==> config.mk <==
export PLATFORM = sky130hd
export DESIGN_NAME = byte_store_unit_flat
export DESIGN_NICKNAME = d
export VERILOG_FILES = /design/src/rtl/cpu_mem_pkg.sv /design/src/rtl/byte_store_unit_if.sv /design/src/rtl/byte_store_unit_byte_lane_merge.sv /design/src/rtl/byte_store_unit.sv /design/src/flat_wrapper.sv
export SDC_FILE = /design/constraint.sdc
export NUM_CORES = 1
export LEC_CHECK = 0
export CAP_MARGIN = 20
export CORE_MARGIN = 2
export CORE_UTILIZATION = 43
export CTS_BUF_LIST = sky130_fd_sc_hd__clkbuf_8
export DETAILED_ROUTE_END_ITERATION = 7
export PLACE_DENSITY = 0.83
export SYNTH_ARGS = -nofsm -noshare
export SYNTH_HDL_FRONTEND = slang
export SYNTH_SLANG_ARGS = --single-unit
export TNS_END_PERCENT = 100
==> constraint.sdc <==
create_clock -name clk -period 1.9 [get_ports clk]
set_input_delay 0.285 -clock clk [delete_from_list [all_inputs] [get_ports clk]]
set_output_delay 0.285 -clock clk [all_outputs]
set_load 0.02 [all_outputs]
==> src/rtl/cpu_mem_pkg.sv <==
// Shared memory-path definitions for the 16-bit CPU store/load units.
// The misalign trap state is only reachable when BYTE_STORE_MISALIGN_TRAP_EN is defined.
package cpu_mem_pkg;

   localparam int BYTE_W = 8;

   localparam logic LANE_LO = 1'b0;
   localparam logic LANE_HI = 1'b1;

   typedef enum logic [2:0] {
      ST_IDLE  = 3'd0,
      ST_READ  = 3'd1,
      ST_MERGE = 3'd2,
      ST_WRITE = 3'd3,
      ST_ERR   = 3'd4
   } bsu_state_e;

endpackage

==> src/rtl/byte_store_unit_if.sv <==
// Store request and data-RAM bus of byte_store_unit, bundled with master/slave views.
// The misalign flag exists only when BYTE_STORE_MISALIGN_TRAP_EN is defined.
interface byte_store_unit_if #(
   parameter int ADDR_W = 16
) ();

   logic              req;
   logic [ADDR_W-1:0] addr;
   logic [15:0]       wdata;
   logic              byte_mode;
   logic              busy;
   logic              done;
   logic [ADDR_W-2:0] mem_addr;
   logic [15:0]       mem_rdata;
   logic              mem_we;
   logic [15:0]       mem_wdata;
`ifdef BYTE_STORE_MISALIGN_TRAP_EN
   logic              misalign;
`endif

   // Requester side: control FSM plus the RAM returning read data.
   modport master (
      output req, addr, wdata, byte_mode, mem_rdata,
`ifdef BYTE_STORE_MISALIGN_TRAP_EN
      input  misalign,
`endif
      input  busy, done, mem_addr, mem_we, mem_wdata
   );

   // Store unit side.
   modport slave (
      input  req, addr, wdata, byte_mode, mem_rdata,
`ifdef BYTE_STORE_MISALIGN_TRAP_EN
      output misalign,
`endif
      output busy, done, mem_addr, mem_we, mem_wdata
   );

endinterface

==> src/rtl/byte_store_unit_byte_lane_merge.sv <==
// Replaces one byte lane of a 16-bit word; lane 0 is bits [7:0] (little-endian).
module byte_lane_merge
   import cpu_mem_pkg::*;
(
   input  logic [15:0]       old_word,
   input  logic [BYTE_W-1:0] byte_val,
   input  logic              lane,
   output logic [15:0]       merged
);

   // Overwrite the selected lane, keep the neighbouring byte.
   always_comb begin
      merged = old_word;
      if (lane == LANE_HI) begin
         merged[15:8] = byte_val;
      end else begin
         merged[7:0] = byte_val;
      end
   end

endmodule

==> src/rtl/byte_store_unit.sv <==
// Store data path: word stores write directly, byte stores read-modify-write the word.
// Define BYTE_STORE_MISALIGN_TRAP_EN to trap word stores with addr[0]=1 instead of aligning them.
module byte_store_unit
   import cpu_mem_pkg::*;
#(
   parameter int ADDR_W = 16,
   parameter int DATA_W = 16
) (
   input  logic            clk,
   input  logic            reset,
   byte_store_unit_if.slave bus
);

   bsu_state_e        state_r;
   bsu_state_e        state_s;
   logic [ADDR_W-2:0] mem_addr_r;
   logic [DATA_W-1:0] mem_wdata_r;
   logic [BYTE_W-1:0] byte_r;
   logic              lane_r;
   logic [DATA_W-1:0] merged_s;
   logic              accept_s;

   assign accept_s = (state_r == ST_IDLE) && bus.req;

   byte_lane_merge u_merge (
      .old_word (bus.mem_rdata),
      .byte_val (byte_r),
      .lane     (lane_r),
      .merged   (merged_s)
   );

   // State register.
   always_ff @(posedge clk or posedge reset) begin
      if (reset) begin
         state_r <= ST_IDLE;
      end else begin
         state_r <= state_s;
      end
   end

   // Next-state logic.
   always_comb begin
      state_s = state_r;
      case (state_r)
         ST_IDLE: begin
            if (bus.req) begin
               if (bus.byte_mode) begin
                  state_s = ST_READ;
`ifdef BYTE_STORE_MISALIGN_TRAP_EN
               end else if (bus.addr[0]) begin
                  state_s = ST_ERR;
`endif
               end else begin
                  state_s = ST_WRITE;
               end
            end else begin
               state_s = ST_IDLE;
            end
         end
         ST_READ:  state_s = ST_MERGE;
         ST_MERGE: state_s = ST_WRITE;
         ST_WRITE: state_s = ST_IDLE;
         ST_ERR:   state_s = ST_IDLE;
         default:  state_s = ST_IDLE;
      endcase
   end

   // Request latch and write-data register; mem_addr holds between stores.
   always_ff @(posedge clk or posedge reset) begin
      if (reset) begin
         mem_addr_r  <= '0;
         mem_wdata_r <= '0;
         byte_r      <= '0;
         lane_r      <= LANE_LO;
      end else if (accept_s) begin
         mem_addr_r <= bus.addr[ADDR_W-1:1];
         lane_r     <= bus.addr[0];
         byte_r     <= bus.wdata[BYTE_W-1:0];
         if (!bus.byte_mode) begin
            mem_wdata_r <= bus.wdata;
         end else begin
            mem_wdata_r <= mem_wdata_r;
         end
      end else if (state_r == ST_MERGE) begin
         mem_wdata_r <= merged_s;
      end else begin
         mem_wdata_r <= mem_wdata_r;
      end
   end

   // Strobes decode straight from the state register so reset kills them at once.
   assign bus.busy      = (state_r != ST_IDLE);
   assign bus.done      = (state_r == ST_WRITE);
   assign bus.mem_we    = (state_r == ST_WRITE);
   assign bus.mem_addr  = mem_addr_r;
   assign bus.mem_wdata = mem_wdata_r;
`ifdef BYTE_STORE_MISALIGN_TRAP_EN
   assign bus.misalign  = (state_r == ST_ERR);
`endif

endmodule

==> src/flat_wrapper.sv <==
// flat-port wrapper written by rule: the top's interface ports become plain ports
module byte_store_unit_flat import cpu_mem_pkg::*;
#(
   parameter int ADDR_W = 16,
   parameter int DATA_W = 16
)
  (clk, reset, bus_req, bus_addr, bus_wdata, bus_byte_mode, bus_mem_rdata, bus_busy, bus_done, bus_mem_addr, bus_mem_we, bus_mem_wdata);
  byte_store_unit_if #(.ADDR_W(ADDR_W)) bus_i ();
  input  logic clk;
  input  logic reset;
  input wire logic [$bits(bus_i.req)-1:0] bus_req;
  input wire logic [$bits(bus_i.addr)-1:0] bus_addr;
  input wire logic [$bits(bus_i.wdata)-1:0] bus_wdata;
  input wire logic [$bits(bus_i.byte_mode)-1:0] bus_byte_mode;
  input wire logic [$bits(bus_i.mem_rdata)-1:0] bus_mem_rdata;
  output wire logic [$bits(bus_i.busy)-1:0] bus_busy;
  output wire logic [$bits(bus_i.done)-1:0] bus_done;
  output wire logic [$bits(bus_i.mem_addr)-1:0] bus_mem_addr;
  output wire logic [$bits(bus_i.mem_we)-1:0] bus_mem_we;
  output wire logic [$bits(bus_i.mem_wdata)-1:0] bus_mem_wdata;
  assign bus_i.req = bus_req;
  assign bus_i.addr = bus_addr;
  assign bus_i.wdata = bus_wdata;
  assign bus_i.byte_mode = bus_byte_mode;
  assign bus_i.mem_rdata = bus_mem_rdata;
  assign bus_busy = bus_i.busy;
  assign bus_done = bus_i.done;
  assign bus_mem_addr = bus_i.mem_addr;
  assign bus_mem_we = bus_i.mem_we;
  assign bus_mem_wdata = bus_i.mem_wdata;
  byte_store_unit #(.ADDR_W(ADDR_W), .DATA_W(DATA_W)) u_core (.clk(clk), .reset(reset), .bus(bus_i));
endmodule
==> impl_metrics.tcl <==
set metrics [dict create \
    antenna_found_initial 0 \
    clock_skew_ps 2.74 \
    route.detailed.wl_per_inst_um 16.8 \
    cts_resized 3 \
    grt_pass1_wl_um 7380 \
    num_rows 24 \
    ir_drop_mv 0.861 \
    htree_levels 2 \
    final_cell_count_no_fill 278 \
    yosys.area.top_type_share_pct 54.0 \
    yosysSeqAreaShare_pct 54.0 \
    cts_setup_buffers 0 \
    worstSetupStartpointType "flop" \
    num_vias 1435 \
    rsz0062_at_grt "no" \
    chipHeight_um 71.3 \
    dr.pass1.iters 4 \
    r2r_slack_ps 320 \
    drcViolationCount 0 \
    r2r_cells 5 \
    port-buffer-count 85 \
    cp_max_fo 3 \
    setup_tns_ps 0 \
    clock_latency_ps 290 \
    crit_arrival_ps 1480 \
    drtIter0Drc 73 \
    synth_area_sq_um 1950 \
    setup_violations 0 \
    yosysTopAreaCell "dfrtp_1" \
    critPathKind "flop to output pin" \
    clk_pin_slew_ps 70 \
    layout-drive-gt1-share_pct 20.4 \
    stdcell_area_sq_um 2930 \
    grt_overflow 0 \
    critical_path.startpoint "u_core.state_r[0]" \
    cts_tree "done" \
    placed_cells 271 \
    hold_path.class "primary input to asynchronous set/reset pin" \
    io_pins 86 \
    r2r-start "u_core.state_r[1]" \
    power.density_nw_per_um2 1690 \
    post-route-period-util_pct 93.0 \
    nNetsFinal 281 \
    place.gp.congestion 0.847 \
    dieArea_sq_um 5080 \
    drv_slew 0 \
    finalWorstSetupSlack_ps 133 \
    p_leak_nw 1.26 \
    synth_nets 194 \
    initial_core_util_pct 44.7 \
    slowest_delay_ps 610 \
    synth_area_leaders "dfrtp_1 (54%), mux2_2 (13%), mux2i_1 (8.7%)" \
    period_needed_ps 1770 \
    grt_pass1_vias 1538 \
    critPathCapture "bus_mem_we" \
    max_slew_margin_pct 66.0 \
    status "finished, final reports clean" \
    vias_per_cell 5.16 \
    clock-sinks 42 \
    synth_cells 139 \
    area_growth_pct 50.3 \
    drv_cap 0 \
    synth-seq-cells 42 \
    syn_avg_cell_area_sq_um 14.0 \
    ctsHoldBuffers 0 \
    fmax_mhz 566 \
    timing.rr.end "u_core.bus.mem_wdata[6]" \
    placed_cell_area_sq_um 2840 \
    pre_cts_slack_ps 67.0 \
    final_hold_viol_count 0 \
    diodes 0 \
    slowest_stage "clkdlybuf4s50_1" \
    design.core.area_sq_um 4350 \
    cp.required_ps 1620 \
    postRouteWirelength_um 4670 \
    clock_path_buffers 2 \
    worstMarginPinSlew_ps 507 \
    numCtsBuffers 5 \
    crit_path_cell_trace "ha_1 -> clkdlybuf4s50_1" \
    clockRootBuffer "clkbuf_8" \
    ys_types 19 \
    synth_warnings 0 \
    grt_use_total_pct 19.1 \
    postRouteAntennaNets 0 \
    die_width_um 71.3 \
    grt_max_degree 31 \
    crit_path_end_kind "output pin" \
    power_mw 4.95 \
]
[worst min-delay path by stage]
stage                      startpoint                      end
3_5_place_dp   u_core.bus.mem_addr[5]   u_core.bus.mem_addr[5]
5_1_grt                         reset   u_core.bus.mem_addr[5]
4_1_cts                         reset  u_core.bus.mem_addr[14]
6_report                        reset   u_core.bus.mem_addr[3]
3_3_place_gp        u_core.state_r[0]        u_core.state_r[0]
2_1_floorplan            bus_wdata[0]  u_core.bus.mem_wdata[0]
[worst max-delay path: cells and delay by family, from the launching register on]
kind       cells  cell delay [ps]
fa+ha+maj      1              200
buf+inv        1              610
flops          1              380
[layout make-up]
class                      count  area [sq um]
clock inverter                 2          7.51
clock buffer                   5          68.8
sequential                    42          1050
fill                         342          1430
multi-input combinational     85           821
timing repair buffer          88           897
tap                           52          65.1
inverter                       4          15.0
[power breakdown]
part           internal, mW  switching (mW)
clock                 0.242           0.282
sequential             1.36           0.287
combinational          1.51            1.27
total                  3.11            1.84
[Yosys cell counts]
| library cell | count |
|---|---|
| a21bo_1 | 1 |
| a21boi_4 | 1 |
| a221o_1 | 9 |
| and3b_4 | 1 |
| buf_2 | 1 |
| buf_4 | 3 |
| buf_6 | 4 |
| dfrtp_1 | 42 |
| ha_1 | 3 |
| inv_1 | 4 |
| mux2_2 | 22 |
| mux2_4 | 2 |
| mux2i_1 | 17 |
| nand2_1 | 7 |
| nand2_4 | 2 |
| nand3b_2 | 1 |
| nor2_1 | 11 |
| nor2_4 | 1 |
| o221a_2 | 7 |
[cells by family after synthesis]
| family | count (synthesis) | synth area share, % |
|---|---|---|
| compound gates | 18 | 10.2 |
| fa+ha+maj | 3 | 1.93 |
| buf+inv | 12 | 4.50 |
| flops | 42 | 54.0 |
| mux | 41 | 23.0 |
| simple gates | 23 | 6.43 |
[layer usage]
metal / vias to the layer above / track usage, % / share of wire (%) / routed length, um
li1: 678 / - / - / -
met5: - / 0 / 0 / 0
met2: 51 / 30.2 / 49 / 2310
met4: 0 / 7.13 / 1.5 / 72
met1: 699 / 25.3 / 43 / 2000
met3: 7 / 4.92 / 6.3 / 293
[metrics by stage]
step           hold WS [ps]  util, %
2_1_floorplan           431        -
3_3_place_gp            482     65.2
3_5_place_dp            492     65.2
4_1_cts                 270     67.2
5_1_grt                 297     67.2
6_report                265     67.2
[state kept, by name, indices dropped and copies added, names as in the netlist]
register,cells
u_core.bus.mem_wdata,16
u_core.bus.mem_addr,15
u_core.byte_r,8
u_core.state_r,2
u_core.lane_r,1
[layout by cell type, fill, tap and decap left out]
cell	instances
ha_4	1
mux2_4	2
dlygate4sd2_1	1
nand2_1	7
clkdlybuf4s50_1	84
inv_1	5
dfrtp_1	42
and3b_4	1
nand3b_2	1
nand2_4	2
o221a_2	7
nor2_1	11
a21boi_4	1
buf_12	2
clkbuf_8	5
ha_1	2
clkinv_1	1
mux2i_1	17
nor2_4	1
a21bo_1	1
buf_4	1
a221o_1	9
mux2_2	22
Power figures use the tool's default switching activity.
